--- config.mk ---
export PLATFORM = sky130hd
export DESIGN_NAME = axi_lite_sub_mem
export DESIGN_NICKNAME = d
export VERILOG_FILES = /design/src/rtl/axi_lite_sub_mem.sv
export SDC_FILE = /design/constraint.sdc
export NUM_CORES = 2
export LEC_CHECK = 0
export ABC_AREA = 1
export CORE_MARGIN = 1.5
export CORE_UTILIZATION = 35
export DETAILED_ROUTE_END_ITERATION = 7
export PLACE_DENSITY_LB_ADDON = 0.15
export SYNTH_ARGS = -nofsm -noshare
export SYNTH_HDL_FRONTEND = slang
export SYNTH_SLANG_ARGS = --single-unit
--- constraint.sdc ---
create_clock -name ACLK -period 2.3 [get_ports ACLK]
set_clock_uncertainty 0.2 [all_clocks]
set_input_delay 0.46 -clock ACLK [delete_from_list [all_inputs] [get_ports ACLK]]
set_output_delay 0.46 -clock ACLK [all_outputs]
set_load 0.005 [all_outputs]
--- src/rtl/axi_lite_sub_mem.sv ---
// AXI4-Lite subordinate backed by a small word-addressed register memory.
// The write path (AW/W/B) and the read path (AR/R) run as two independent FSMs.
// new_data gives one-cycle pulses, delayed by one cycle, for each handshake:
// [4]=AW [3]=W [2]=B [1]=AR [0]=R.
// Optional feature: define AXI_SUB_SLVERR_EN to reject accesses whose address
// bits above the memory range are nonzero (SLVERR). When it is undefined, the
// address wraps modulo MEM_DEPTH words.
module axi_lite_sub_mem #(
  parameter int ADDR_W    = 32,
  parameter int DATA_W    = 64,
  parameter int MEM_DEPTH = 16
) (
  input  logic                ACLK,
  input  logic                ARESETn,
  input  logic [ADDR_W-1:0]   AWADDR,
  input  logic                AWVALID,
  output logic                AWREADY,
  input  logic [DATA_W-1:0]   WDATA,
  input  logic [DATA_W/8-1:0] WSTRB,
  input  logic                WVALID,
  output logic                WREADY,
  output logic [1:0]          BRESP,
  output logic                BVALID,
  input  logic                BREADY,
  input  logic [ADDR_W-1:0]   ARADDR,
  input  logic                ARVALID,
  output logic                ARREADY,
  output logic [DATA_W-1:0]   RDATA,
  output logic [1:0]          RRESP,
  output logic                RVALID,
  input  logic                RREADY,
  output logic [4:0]          new_data
);

  localparam int STRB_W = DATA_W / 8;
  localparam int LSB    = $clog2(STRB_W);
  localparam int IDX_W  = $clog2(MEM_DEPTH);
  localparam logic [1:0] RESP_OKAY   = 2'b00;
  localparam logic [1:0] RESP_SLVERR = 2'b10;

  typedef enum logic {W_IDLE, W_RESP} w_state_e;
  typedef enum logic {R_IDLE, R_DATA} r_state_e;

  // Write path state
  w_state_e              w_state_q, w_state_d;
  logic                  awready_q, awready_d;
  logic                  wready_q, wready_d;
  logic                  aw_held_q, aw_held_d;
  logic                  w_held_q, w_held_d;
  logic [ADDR_W-1:0]     awaddr_q, awaddr_d;
  logic [DATA_W-1:0]     wdata_q, wdata_d;
  logic [STRB_W-1:0]     wstrb_q, wstrb_d;
  logic                  bvalid_q, bvalid_d;
  logic [1:0]            bresp_q, bresp_d;

  // Read path state
  r_state_e              r_state_q, r_state_d;
  logic                  arready_q, arready_d;
  logic                  rvalid_q, rvalid_d;
  logic [DATA_W-1:0]     rdata_q, rdata_d;
  logic [1:0]            rresp_q, rresp_d;

  logic [4:0]            new_data_q;
  logic [DATA_W-1:0]     mem_q [MEM_DEPTH];

  // Handshakes and the effective write operands (captured copy or live bus)
  logic                  aw_hs, w_hs, b_hs, ar_hs, r_hs;
  logic                  commit, mem_we, wr_err, rd_err;
  logic [ADDR_W-1:0]     wr_addr;
  logic [DATA_W-1:0]     wr_data;
  logic [STRB_W-1:0]     wr_strb;
  logic [IDX_W-1:0]      wr_idx, rd_idx;
  logic [MEM_DEPTH-1:0]  word_we;

  assign aw_hs = AWVALID & awready_q;
  assign w_hs  = WVALID & wready_q;
  assign b_hs  = bvalid_q & BREADY;
  assign ar_hs = ARVALID & arready_q;
  assign r_hs  = rvalid_q & RREADY;

  assign wr_addr = aw_held_q ? awaddr_q : AWADDR;
  assign wr_data = w_held_q ? wdata_q : WDATA;
  assign wr_strb = w_held_q ? wstrb_q : WSTRB;
  assign wr_idx  = wr_addr[LSB +: IDX_W];
  assign rd_idx  = ARADDR[LSB +: IDX_W];

`ifdef AXI_SUB_SLVERR_EN
  assign wr_err = |wr_addr[ADDR_W-1:LSB+IDX_W];
  assign rd_err = |ARADDR[ADDR_W-1:LSB+IDX_W];
`else
  assign wr_err = 1'b0;
  assign rd_err = 1'b0;
`endif

  // Sub-word and wrapped-away address bits are intentionally ignored
  logic unused_addr_bits;
  assign unused_addr_bits = ^{wr_addr, ARADDR};

  // The write commits on the edge where both address and data are available
  assign commit = (w_state_q == W_IDLE) & (aw_held_q | aw_hs) & (w_held_q | w_hs);
  assign mem_we = commit & ~wr_err;

  generate
    for (genvar gi = 0; gi < MEM_DEPTH; gi++) begin : g_word_we
      assign word_we[gi] = mem_we && (wr_idx == IDX_W'(gi));
    end
  endgenerate

  // Write FSM next-state: capture AW/W in any order, commit, then hold B until accepted
  always_comb begin
    w_state_d = w_state_q;
    awready_d = awready_q;
    wready_d  = wready_q;
    aw_held_d = aw_held_q;
    w_held_d  = w_held_q;
    awaddr_d  = awaddr_q;
    wdata_d   = wdata_q;
    wstrb_d   = wstrb_q;
    bvalid_d  = bvalid_q;
    bresp_d   = bresp_q;
    case (w_state_q)
      W_IDLE: begin
        if (commit) begin
          w_state_d = W_RESP;
          awready_d = 1'b0;
          wready_d  = 1'b0;
          aw_held_d = 1'b0;
          w_held_d  = 1'b0;
          bvalid_d  = 1'b1;
          bresp_d   = wr_err ? RESP_SLVERR : RESP_OKAY;
        end else begin
          if (aw_hs) begin
            aw_held_d = 1'b1;
            awaddr_d  = AWADDR;
          end
          if (w_hs) begin
            w_held_d = 1'b1;
            wdata_d  = WDATA;
            wstrb_d  = WSTRB;
          end
          awready_d = ~(aw_held_q | aw_hs);
          wready_d  = ~(w_held_q | w_hs);
        end
      end
      W_RESP: begin
        awready_d = 1'b0;
        wready_d  = 1'b0;
        if (b_hs) begin
          bvalid_d  = 1'b0;
          w_state_d = W_IDLE;
          awready_d = 1'b1;
          wready_d  = 1'b1;
        end
      end
      default: w_state_d = W_IDLE;
    endcase
  end

  // Read FSM next-state: one-cycle read latency, response held until accepted
  always_comb begin
    r_state_d = r_state_q;
    arready_d = arready_q;
    rvalid_d  = rvalid_q;
    rdata_d   = rdata_q;
    rresp_d   = rresp_q;
    case (r_state_q)
      R_IDLE: begin
        arready_d = 1'b1;
        if (ar_hs) begin
          arready_d = 1'b0;
          rvalid_d  = 1'b1;
          rdata_d   = rd_err ? '0 : mem_q[rd_idx];
          rresp_d   = rd_err ? RESP_SLVERR : RESP_OKAY;
          r_state_d = R_DATA;
        end
      end
      R_DATA: begin
        if (r_hs) begin
          rvalid_d  = 1'b0;
          arready_d = 1'b1;
          r_state_d = R_IDLE;
        end
      end
      default: r_state_d = R_IDLE;
    endcase
  end

  // Write path registers
  always_ff @(posedge ACLK or negedge ARESETn) begin
    if (!ARESETn) begin
      w_state_q <= W_IDLE;
      awready_q <= 1'b0;
      wready_q  <= 1'b0;
      aw_held_q <= 1'b0;
      w_held_q  <= 1'b0;
      awaddr_q  <= '0;
      wdata_q   <= '0;
      wstrb_q   <= '0;
      bvalid_q  <= 1'b0;
      bresp_q   <= 2'b00;
    end else begin
      w_state_q <= w_state_d;
      awready_q <= awready_d;
      wready_q  <= wready_d;
      aw_held_q <= aw_held_d;
      w_held_q  <= w_held_d;
      awaddr_q  <= awaddr_d;
      wdata_q   <= wdata_d;
      wstrb_q   <= wstrb_d;
      bvalid_q  <= bvalid_d;
      bresp_q   <= bresp_d;
    end
  end

  // Read path registers and handshake pulse vector
  always_ff @(posedge ACLK or negedge ARESETn) begin
    if (!ARESETn) begin
      r_state_q  <= R_IDLE;
      arready_q  <= 1'b0;
      rvalid_q   <= 1'b0;
      rdata_q    <= '0;
      rresp_q    <= 2'b00;
      new_data_q <= 5'b0;
    end else begin
      r_state_q  <= r_state_d;
      arready_q  <= arready_d;
      rvalid_q   <= rvalid_d;
      rdata_q    <= rdata_d;
      rresp_q    <= rresp_d;
      new_data_q <= {aw_hs, w_hs, b_hs, ar_hs, r_hs};
    end
  end

  // Memory words with byte enables; reads above sample the pre-write contents
  always_ff @(posedge ACLK or negedge ARESETn) begin
    if (!ARESETn) begin
      for (int w = 0; w < MEM_DEPTH; w++) mem_q[w] <= '0;
    end else begin
      for (int w = 0; w < MEM_DEPTH; w++) begin
        if (word_we[w]) begin
          for (int b = 0; b < STRB_W; b++) begin
            if (wr_strb[b]) mem_q[w][8*b +: 8] <= wr_data[8*b +: 8];
          end
        end
      end
    end
  end

  assign AWREADY  = awready_q;
  assign WREADY   = wready_q;
  assign BVALID   = bvalid_q;
  assign BRESP    = bresp_q;
  assign ARREADY  = arready_q;
  assign RVALID   = rvalid_q;
  assign RDATA    = rdata_q;
  assign RRESP    = rresp_q;
  assign new_data = new_data_q;

endmodule

==> impl_metrics.ini <==
[final_layout]
nets = 8204
fin_area_um2 = 70300
layout-drive-gt1-share_pct = 12.3
syn_to_final_growth_pct = 25.7

[timing]
fmax_mhz = 425
setup_viol = 33
fin_crit_sh_pct = 102
relSlewSlack_pct = 60.9
hold_violations = 0
min_period_ns = 2.35
worst_slew_pin_slew_ns = 0.587
rsz0062_at_grt = true
drv_slew = 0
setup_ws_ns = -0.0534

[global_routing]
grt_usage_pct = 25.1
grt_max_degree = 103
grt_pass1_wl_mm = 313
grt_pass1_vias = 50207
antenna_found_initial = 0
overflow = 0

[worst_setup_path]
worst_setup_path_end_kind = flop
crit_end = mem_q[266]
path_max_fanout = 40
rr_worst_depth = 7
cp.arrival_ns = 2.83
r2r_end = mem_q[266]
crit_type = flop to flop
r2r_start = w_held_q
crit_start = w_held_q
r2r_setup_slack_ns = -0.05
crit_required_ns = 2.77
critPathLaunchType = flop

[route]
detail_route.wl_per_cell_um = 19.8
drt-total-wl_mm = 203
drt_iter0_drc = 4722
ant_nets = 0
via_count = 50977
firstDrtPassIters = 6
vias_per_cell = 4.98
drc = 0

[floorplanning]
die_width_um = 403
row_count = 146
start_util_pct = 35.3
ios = 221
die_area_um2 = 162000
die_h_um = 403
core_um2 = 159000

[synthesis]
yosys.cell_types.count = 23
netlist.area_leader.share_pct = 52.7
yosysSeqAreaShare_pct = 52.7
syn_area_um2 = 56000
synthCells = 7660
yosys_warnings = 0
avgSynthCellArea_um2 = 7.31
synth.largest_area_cell = dfrtp_1
synthTopCellsByArea = dfrtp_1 53%, nand2_1 32%, nand3_1 7.5%
ys_seq_elements = 1178

[outcome]
status = finished with violations
violations = setup timing

[cts]
clockRootBuffer = clkbuf_16
cts_buffers = 141
clockBufferDepth = 3
worst_skew_pair.late_latency_ns = 0.79
path_clk_slew_ns = 0.06
cts.sinks = 1178
htreeDepth = 4
cts_tree = built

[power]
p_leak_nw = 37.3
irDropWorstVdd_uv = 770
cellPowerDensity_nw_per_um2 = 696
power.total_mw = 49.0

[place]
dp_hpwl_mm = 133
place_worst_setup_slack_ns = -0.660
placed_area_um2 = 64200
port_buffers = 160
place_congestion = 0.856

[flow_run]
drv_cap = 0

[min_path]
hp-class = input port to flop
hold_depth = 3
## per-stage QoR
step / hold WS (ns) / instances / setup TNS, ns / util, %
2_1_floorplan: -0.0356 / 7663 / 0 / -
4_1_cts: 0.00320 / 10223 / -0.259 / 43.7
6_report: 0.0547 / 10239 / -0.899 / 44.4
3_5_place_dp: 0.181 / 9956 / -481.64 / 40.5
5_1_grt: 0.0661 / 10238 / -12.47 / 44.4
3_3_place_gp: 0.180 / 9956 / -468.25 / 40.5
## layout by cell type (no fill, tap or decap), types with 35 or more instances in the layout
master | netlist | final
nand3_1 | 834 | 833
nor2_4 | 79 | 110
clkbuf_16 | 0 | 150
nand2_1 | 4838 | 4681
o21ai_1 | 72 | 64
buf_6 | 1 | 44
dfrtp_1 | 1178 | 1176
nand2_4 | 9 | 45
buf_4 | 11 | 205
o21ai_0 | 78 | 78
nand2_2 | 6 | 119
clkdlybuf4s50_1 | 0 | 81
inv_1 | 99 | 91
clkbuf_1 | 252 | 37
dlygate4sd2_1 | 0 | 74
nor2_1 | 59 | 35
buf_12 | 0 | 192
## power breakdown
group          internal, mW  switching [mW]  total, mW  leakage, nW
registers              21.1           0.223       21.3         16.4
logic                  1.75            3.27       5.02         18.7
clock network          13.4            9.20       22.6         2.27
total                  36.3            12.7       49.0         37.3
## flip-flops by register name, summed over array words and instances, names as in the netlist
name	flops
mem_q	1024
w_state_q	1
w_held_q	1
aw_held_q	1
ARREADY	1
new_data	5
RVALID	1
RDATA	64
AWREADY	1
awaddr_q	4
wdata_q	64
BVALID	1
r_state_q	1
WREADY	1
wstrb_q	8
## logic make-up after synthesis
group                  count (synthesis)  share of synthesized area (%)
buffers and inverters                475                           3.43
AO/OA/AOI/OAI                        157                           1.43
other                                  1                        0.00670
AND/OR/NAND/NOR                     5849                           42.5
flip-flops                          1178                           52.7
## worst min-delay path by stage
| stage | to | slack (ns) | startpoint |
|---|---|---|---|
| finish | wdata_q[38] | 0.05 | WDATA[38] |
| global route | wdata_q[27] | 0.07 | WDATA[27] |
| CTS | wdata_q[39] | 0.003 | WDATA[39] |
| detailed placement | mem_q[847] | 0.18 | ARESETn |
| global placement | mem_q[847] | 0.18 | ARESETn |
| floorplan | ARREADY | -0.04 | ARESETn |
## final cells by class
type	instances	area [µm²]
Sequential cell	1178	29500
Fill cell	16030	88200
Clock buffer	213	4220
Multi-Input combinational cell	6010	25500
Clock inverter	35	413
Timing Repair Buffer	613	7610
Inverter	117	492
Tap cell	2072	2590
Antenna cell	1	2.50
## synthesized netlist by cell type (all sizes together)
library cell and n:
nand2 4853, conb 1, clkbuf 252, dfrtp 1178, o21ai 154, inv 117, a21oi 2, nand3 837
nor2 159, o22ai 1, buf 106
## worst max-delay path, stage by stage, from the launching register on
cell	delay, ns
dfrtp_4	0.48
buf_12	0.18
o21ai_2	0.32
buf_6	0.39
nand2_1	0.25
buf_6	0.21
nand2_1	0.05
nand2_1	0.05
## routing by layer
metal / up-vias / global-route usage [%] / share of wire, %
li1: 24594 / - / -
met1: 24557 / 36.1 / 47
met2: 1527 / 38.3 / 44
met3: 299 / 3.89 / 5.8
met4: 0 / 8.35 / 3.0
met5: - / 0 / 0
## what timing repair did
action / 4_1_cts / 5_1_grt
cloned: 0 / 3
setup buffers: 13 / 12
resized for setup: 170 / 251
setup endpoints to repair: 926 / 945
hold endpoints to repair: 1182 / 0
hold buffers: 6 / 0
pin swaps: 1 / 67
(Power assumes the default switching activity.)
